`src/rtl/alu_pkg.sv`:
```
// rtl/alu_pkg.sv - shared ALU types: arbiter FSM states and add/sub opcodes
package alu_pkg;

    typedef enum logic [1:0] {
        IDLE = 2'd0,
        EXEC = 2'd1,
        RESP = 2'd2
    } state_e;

    localparam logic OP_ADD = 1'b0;
    localparam logic OP_SUB = 1'b1;

endpackage

```
`src/rtl/alu_share_arbiter_if.sv`:
```
// rtl/alu_share_arbiter_if.sv - request/response handshake bundle for the shared ALU
interface alu_share_arbiter_if #(
    parameter int WIDTH = 8
);
    logic             req0_valid;
    logic             req0_ready;
    logic [WIDTH-1:0] req0_a;
    logic [WIDTH-1:0] req0_b;
    logic             req0_sub;
    logic             req1_valid;
    logic             req1_ready;
    logic [WIDTH-1:0] req1_a;
    logic [WIDTH-1:0] req1_b;
    logic             req1_sub;
    logic             rsp0_valid;
    logic             rsp0_ready;
    logic             rsp1_valid;
    logic             rsp1_ready;
    logic [WIDTH-1:0] rsp_result;
    logic             rsp_overflow;
    logic [1:0]       ovf_sticky;
    logic [1:0]       ovf_clear;

    modport master (
        output req0_valid, req0_a, req0_b, req0_sub,
        output req1_valid, req1_a, req1_b, req1_sub,
        output rsp0_ready, rsp1_ready, ovf_clear,
        input  req0_ready, req1_ready, rsp0_valid, rsp1_valid,
        input  rsp_result, rsp_overflow, ovf_sticky
    );

    modport slave (
        input  req0_valid, req0_a, req0_b, req0_sub,
        input  req1_valid, req1_a, req1_b, req1_sub,
        input  rsp0_ready, rsp1_ready, ovf_clear,
        output req0_ready, req1_ready, rsp0_valid, rsp1_valid,
        output rsp_result, rsp_overflow, ovf_sticky
    );

endinterface

```
`src/rtl/add_sub_ovf.sv`:
```
// rtl/add_sub_ovf.sv - combinational two's-complement add/sub with signed overflow
module add_sub_ovf
    import alu_pkg::*;
#(
    parameter int WIDTH = 8
) (
    input  logic [WIDTH-1:0] a,
    input  logic [WIDTH-1:0] b,
    input  logic             sub,
    output logic [WIDTH-1:0] sum,
    output logic             ovf
);

    logic [WIDTH-1:0] b_eff;
    logic [WIDTH-1:0] cin;

    always_comb begin
        b_eff = (sub == OP_SUB) ? ~b : b;
        cin   = {{(WIDTH-1){1'b0}}, sub};
        sum   = a + b_eff + cin;
        // Overflow: operands agree in sign but the result does not.
        ovf   = (a[WIDTH-1] == b_eff[WIDTH-1]) && (sum[WIDTH-1] != a[WIDTH-1]);
    end

endmodule

```
`src/rtl/alu_share_arbiter.sv`:
```
// rtl/alu_share_arbiter.sv - round-robin sharing of one add/sub unit between two requesters
module alu_share_arbiter
    import alu_pkg::*;
#(
    parameter int WIDTH = 8
) (
    input  logic               clk,
    input  logic               rst_n,
    alu_share_arbiter_if.slave bus
);

    state_e           state_q, state_d;
    logic             last_grant_q, last_grant_d;
    logic             owner_q, owner_d;
    logic [WIDTH-1:0] a_q, a_d;
    logic [WIDTH-1:0] b_q, b_d;
    logic             sub_q, sub_d;
    logic [WIDTH-1:0] result_q, result_d;
    logic             ovf_q, ovf_d;
    logic [1:0]       sticky_q, sticky_d;

    logic             grant;
    logic             any_valid;
    logic [1:0]       ready;
    logic [1:0]       set_mask;
    logic             rsp_ready_sel;
    logic [WIDTH-1:0] sum;
    logic             sum_ovf;

    add_sub_ovf #(.WIDTH(WIDTH)) u_add_sub_ovf (
        .a   (a_q),
        .b   (b_q),
        .sub (sub_q),
        .sum (sum),
        .ovf (sum_ovf)
    );

    always_comb begin
        state_d       = state_q;
        last_grant_d  = last_grant_q;
        owner_d       = owner_q;
        a_d           = a_q;
        b_d           = b_q;
        sub_d         = sub_q;
        result_d      = result_q;
        ovf_d         = ovf_q;
        ready         = 2'b00;
        set_mask      = 2'b00;
        any_valid     = bus.req0_valid || bus.req1_valid;
        // On a tie the requester that did not win last time goes next.
        grant         = (bus.req0_valid && bus.req1_valid) ? ~last_grant_q : ~bus.req0_valid;
        rsp_ready_sel = owner_q ? bus.rsp1_ready : bus.rsp0_ready;

        case (state_q)
            IDLE: begin
                if (any_valid && rst_n) begin
                    ready[grant] = 1'b1;
                    owner_d      = grant;
                    last_grant_d = grant;
                    a_d          = grant ? bus.req1_a   : bus.req0_a;
                    b_d          = grant ? bus.req1_b   : bus.req0_b;
                    sub_d        = grant ? bus.req1_sub : bus.req0_sub;
                    state_d      = EXEC;
                end
            end
            EXEC: begin
                result_d          = sum;
                ovf_d             = sum_ovf;
                set_mask[owner_q] = sum_ovf;
                state_d           = RESP;
            end
            RESP: begin
                if (rsp_ready_sel) begin
                    state_d = IDLE;
                end
            end
            default: state_d = IDLE;
        endcase

        // Set beats clear when both land on the same bit in one cycle.
        sticky_d = (sticky_q & ~bus.ovf_clear) | set_mask;
    end

    always_ff @(posedge clk or negedge rst_n) begin
        if (!rst_n) begin
            state_q      <= IDLE;
            last_grant_q <= 1'b1;
            owner_q      <= 1'b0;
            a_q          <= '0;
            b_q          <= '0;
            sub_q        <= 1'b0;
            result_q     <= '0;
            ovf_q        <= 1'b0;
            sticky_q     <= 2'b00;
        end else begin
            state_q      <= state_d;
            last_grant_q <= last_grant_d;
            owner_q      <= owner_d;
            a_q          <= a_d;
            b_q          <= b_d;
            sub_q        <= sub_d;
            result_q     <= result_d;
            ovf_q        <= ovf_d;
            sticky_q     <= sticky_d;
        end
    end

    assign bus.req0_ready   = ready[0];
    assign bus.req1_ready   = ready[1];
    assign bus.rsp0_valid   = (state_q == RESP) && !owner_q;
    assign bus.rsp1_valid   = (state_q == RESP) &&  owner_q;
    assign bus.rsp_result   = result_q;
    assign bus.rsp_overflow = ovf_q;
    assign bus.ovf_sticky   = sticky_q;

endmodule

```
`src/flat_wrapper.sv`:
```
// flat-port wrapper written by rule: the top's interface ports become plain ports
module alu_share_arbiter_flat import alu_pkg::*;
#(
    parameter int WIDTH = 8
)
  (clk, rst_n, bus_req0_valid, bus_req0_a, bus_req0_b, bus_req0_sub, bus_req1_valid, bus_req1_a, bus_req1_b, bus_req1_sub, bus_rsp0_ready, bus_rsp1_ready, bus_ovf_clear, bus_req0_ready, bus_req1_ready, bus_rsp0_valid, bus_rsp1_valid, bus_rsp_result, bus_rsp_overflow, bus_ovf_sticky);
  alu_share_arbiter_if #(.WIDTH(WIDTH)) bus_i ();
  input  logic clk;
  input  logic rst_n;
  input wire logic [$bits(bus_i.req0_valid)-1:0] bus_req0_valid;
  input wire logic [$bits(bus_i.req0_a)-1:0] bus_req0_a;
  input wire logic [$bits(bus_i.req0_b)-1:0] bus_req0_b;
  input wire logic [$bits(bus_i.req0_sub)-1:0] bus_req0_sub;
  input wire logic [$bits(bus_i.req1_valid)-1:0] bus_req1_valid;
  input wire logic [$bits(bus_i.req1_a)-1:0] bus_req1_a;
  input wire logic [$bits(bus_i.req1_b)-1:0] bus_req1_b;
  input wire logic [$bits(bus_i.req1_sub)-1:0] bus_req1_sub;
  input wire logic [$bits(bus_i.rsp0_ready)-1:0] bus_rsp0_ready;
  input wire logic [$bits(bus_i.rsp1_ready)-1:0] bus_rsp1_ready;
  input wire logic [$bits(bus_i.ovf_clear)-1:0] bus_ovf_clear;
  output wire logic [$bits(bus_i.req0_ready)-1:0] bus_req0_ready;
  output wire logic [$bits(bus_i.req1_ready)-1:0] bus_req1_ready;
  output wire logic [$bits(bus_i.rsp0_valid)-1:0] bus_rsp0_valid;
  output wire logic [$bits(bus_i.rsp1_valid)-1:0] bus_rsp1_valid;
  output wire logic [$bits(bus_i.rsp_result)-1:0] bus_rsp_result;
  output wire logic [$bits(bus_i.rsp_overflow)-1:0] bus_rsp_overflow;
  output wire logic [$bits(bus_i.ovf_sticky)-1:0] bus_ovf_sticky;
  assign bus_i.req0_valid = bus_req0_valid;
  assign bus_i.req0_a = bus_req0_a;
  assign bus_i.req0_b = bus_req0_b;
  assign bus_i.req0_sub = bus_req0_sub;
  assign bus_i.req1_valid = bus_req1_valid;
  assign bus_i.req1_a = bus_req1_a;
  assign bus_i.req1_b = bus_req1_b;
  assign bus_i.req1_sub = bus_req1_sub;
  assign bus_i.rsp0_ready = bus_rsp0_ready;
  assign bus_i.rsp1_ready = bus_rsp1_ready;
  assign bus_i.ovf_clear = bus_ovf_clear;
  assign bus_req0_ready = bus_i.req0_ready;
  assign bus_req1_ready = bus_i.req1_ready;
  assign bus_rsp0_valid = bus_i.rsp0_valid;
  assign bus_rsp1_valid = bus_i.rsp1_valid;
  assign bus_rsp_result = bus_i.rsp_result;
  assign bus_rsp_overflow = bus_i.rsp_overflow;
  assign bus_ovf_sticky = bus_i.ovf_sticky;
  alu_share_arbiter #(.WIDTH(WIDTH)) u_core (.clk(clk), .rst_n(rst_n), .bus(bus_i));
endmodule
```
`config.mk`:
```
export PLATFORM = sky130hd
export DESIGN_NAME = alu_share_arbiter_flat
export DESIGN_NICKNAME = d
export VERILOG_FILES = /design/src/rtl/alu_pkg.sv /design/src/rtl/alu_share_arbiter_if.sv /design/src/rtl/add_sub_ovf.sv /design/src/rtl/alu_share_arbiter.sv /design/src/flat_wrapper.sv
export SDC_FILE = /design/constraint.sdc
export NUM_CORES = 1
export LEC_CHECK = 0
export ABC_AREA = 0
export BUFFER_PORTS_ARGS = -buffer_cell sky130_fd_sc_hd__buf_2
export CORE_MARGIN = 1.5
export CORE_UTILIZATION = 45
export DETAILED_ROUTE_END_ITERATION = 6
export PLACE_DENSITY = 0.77
export SETUP_SLACK_MARGIN = 0.02
export SYNTH_ARGS = -nofsm -noshare
export SYNTH_HDL_FRONTEND = slang
export SYNTH_SLANG_ARGS = --single-unit
```
`constraint.sdc`:
```
create_clock -name clk -period 2 [get_ports clk]
set_clock_uncertainty 0.05 [all_clocks]
set_input_delay 0 -clock clk [delete_from_list [all_inputs] [get_ports clk]]
set_output_delay 0 -clock clk [all_outputs]
set_load 0.01 [all_outputs]
```
==> impl_metrics.ini <==
[outcome]
status = finished with violations
violations = setup timing

[timing]
slew_headroom = 0.733
slew_violations = 0
finalHoldWorstSlack_ns = 0.166
fin_crit_sh = 1.11
rsz0062_at_grt = yes
layout_setup_ws_ns = -0.229
finalCriticalPeriod_ns = 2.23
finalHoldViolCount = 0
final-setup-viol-count = 6
fmax_ghz = 0.449
worst_pin_slew_ns = 0.400
tns_ns = -0.928

[grt]
gr-usage-all-layers = 0.235
grt_max_degree = 40
grt-ovfl-total = 0
grt_antenna_before_repair = 0
grt_pass1_wl_mm = 7.38
first_global_vias = 1656

[route]
wl_met3_um = 244
vias_per_cell = 4.89
wl_per_cell_um = 13.8
drt_iter0_drc = 60
wl_met2_mm = 2.49
drt_wl_total_mm = 4.70
route.detailed.drc = 0
dr.max_layer_used = met4
ant_nets = 0
wl_met1_mm = 1.85
drtPass1Iterations = 4
route.vias.total = 1658

[power_and_ir_drop]
p_sw_mw = 1.86
sw_frac_of_total = 0.386
combPwrFrac = 0.644
seqPwrFrac = 0.248
leakage_nw = 1.35
pwr-share-clk = 0.107
ir_worst_vdd_v = 0.000794
p_per_area_nw_per_um2 = 1750
p_int_mw = 2.96

[synth]
syn-cell-area_sq_um = 1740
synthMostInstantiatedCell = dfrtp_1
ys_seq_elements = 32
synthesis.nets = 222
synth.top_cell.area_share = 0.445
seq_area_frac_synth = 0.460
postSynthAreaPerCell_sq_um = 10.1
netlist_instances = 173
synth_area_leaders = dfrtp_1, mux2i_1, a21oi_1, nor2_1, ha_1
synth_commonest_cells = dfrtp_1, nor2_1, a21oi_1
ys_warn_count = 0
synth-edff-count = 0
yosysUniqueCellTypes = 31
synthFlopType = dfrtp_1
ys_async_sr_fraction = 1.00
synth_top_area_cell = dfrtp_1

[critical_path]
r2r_end = u_core.bus.ovf_sticky[0]
required_ns = 2.15
critPathCaptureType = register
max_stage_delay_ns = 0.47
cp_max_fo = 7
cp_cell_sequence = buf_4 -> xor2_1 -> ha_1 -> nand2_1 -> o31a_1 -> mux2_4 -> o32ai_2
start_kind = register
crit_type = register to register
crit_arrival_ns = 2.37
r2r-start = u_core.sub_q
cpMaxStageDelayCell = dfrtp_2
regToRegSetupSlack_ns = -0.23
worstRegToRegCells = 7

[floorplan]
initial_core_util = 0.473
io_pins = 57
die_w_um = 65.2
fp.dieArea_sq_um = 4260
fp.coreArea_sq_um = 3690
row_count = 22
die_h_um = 65.2

[flow_run]
max_cap_viol_count = 0

[min_path]
min_from = bus_req0_valid
whs_path_depth = 4
hold_path.class = input pin to register
hold_path_end = u_core.state_q[0]

[cells_and_area]
antenna_cells = 0
drive_gt1_frac = 0.361
areaGrowthSynthToFinish_pct = 57.6
final_core_util = 0.745
final_area_sq_um = 2750
nets = 339

[place]
io_buffers = 56
post_dp_cell_area_sq_um = 2200
place.gp.congestion = 0.756
place_ws_ns = -0.260
detailed_place_hpwl_mm = 2.60

[cts]
cts_buffers = 5
clk_pin_slew_worst_paths_ns = 0.07
root_buffer = clkbuf_8
cts_tree = built
cts.sinks = 32
clock_latency_ns = 0.29
cts_buffer_depth = 2
htree_levels = 2
state kept, by name, indices dropped and copies added, names as in the netlist:
signal / count
u_core.bus.rsp_overflow: 1
u_core.bus.ovf_sticky: 2
u_core.sub_q: 1
u_core.bus.rsp_result: 8
u_core.a_q: 8
u_core.last_grant_q: 1
u_core.state_q: 2
u_core.b_q: 8
u_core.owner_q: 1
layout by cell type (no fill, tap or decap), types with 2 or more instances in the layout:
cell,instances
xor2_1,7
o21a_1,2
buf_4,23
buf_2,56
o21ai_2,2
dfrtp_1,30
dlygate4sd3_1,39
a21oi_1,20
nor3b_1,2
a21o_1,2
o32ai_2,2
inv_1,5
clkinv_2,2
ha_1,6
xnor2_1,5
o21ai_1,4
mux2i_1,17
nand2b_1,2
o21ai_0,3
mux2_2,3
nor2_1,24
nand2_1,12
clkbuf_8,6
how the worst max path moves through the flow:
| stage | start | to | slack [ns] |
|---|---|---|---|
| after detailed placement | u_core.sub_q | u_core.bus.ovf_sticky[0] | -0.26 |
| after floorplan | u_core.sub_q | u_core.bus.ovf_sticky[0] | -0.16 |
| after global placement | u_core.sub_q | u_core.bus.ovf_sticky[1] | -0.21 |
| after global routing | u_core.sub_q | u_core.bus.ovf_sticky[0] | -0.35 |
| final | u_core.sub_q | u_core.bus.ovf_sticky[0] | -0.23 |
| after CTS | u_core.sub_q | u_core.bus.ovf_sticky[0] | -0.22 |
power by group through the flow:
stage | combinational [mW] | clock (mW) | sequential (mW)
after floorplan | 1.69 | 0 | 1.18
after global placement | 2.52 | 0 | 1.19
after detailed placement | 2.59 | 0 | 1.20
after CTS | 2.78 | 0.526 | 1.19
after global routing | 3.47 | 0.561 | 1.23
final | 3.10 | 0.516 | 1.20
area by class of cell:
class	instances	area [sq um]
inverters	5	18.8
clock buffers	6	82.6
multi-input cells	127	910
repair buffers	119	863
clock inverters	2	10.0
fillers	258	941
well taps	48	60.1
flip-flops and latches	32	803
stage by stage:
stage          power, mW  cells
4_1_cts             4.49    335
3_3_place_gp        3.71    286
3_5_place_dp        3.79    286
5_1_grt             5.26    339
2_1_floorplan       2.87    173
6_report            4.82    339
kinds of logic (layout without fill, tap and decap cells):
kind of cell	count (synthesis)	count (layout)	share of synthesized area
buffers and inverters	14	132	0.0359
adder cells (fa/ha/maj)	7	7	0.0546
AND/OR/NAND/NOR	47	47	0.121
XOR/XNOR	13	13	0.0653
flip-flops	32	32	0.460
multiplexers	22	22	0.131
AO/OA/AOI/OAI	38	38	0.132
critical path: cells and delay by family, from the launching register on:
family	cells	cell delay [ns]
AO/OA/AOI/OAI	2	0.57
XOR/XNOR	1	0.16
adder cells (fa/ha/maj)	1	0.30
buffers and inverters	1	0.17
flip-flops	1	0.47
multiplexers	1	0.34
AND/OR/NAND/NOR	1	0.07
timing repair:
action | CTS | global route
pin swaps | 0 | 2
resized for setup | 4 | 7
setup buffers | 2 | 4
hold buffers | 39 | 0
endpoints found under the setup margin | 7 | 8
endpoints found under the hold margin | 51 | 0
routing by layer:
layer / GRT usage / up-vias
li1: - / 825
met2: 0.416 / 52
met1: 0.267 / 771
met4: 0.0859 / 0
met5: 0 / -
met3: 0.0702 / 10
Power figures use the tool's default switching activity.
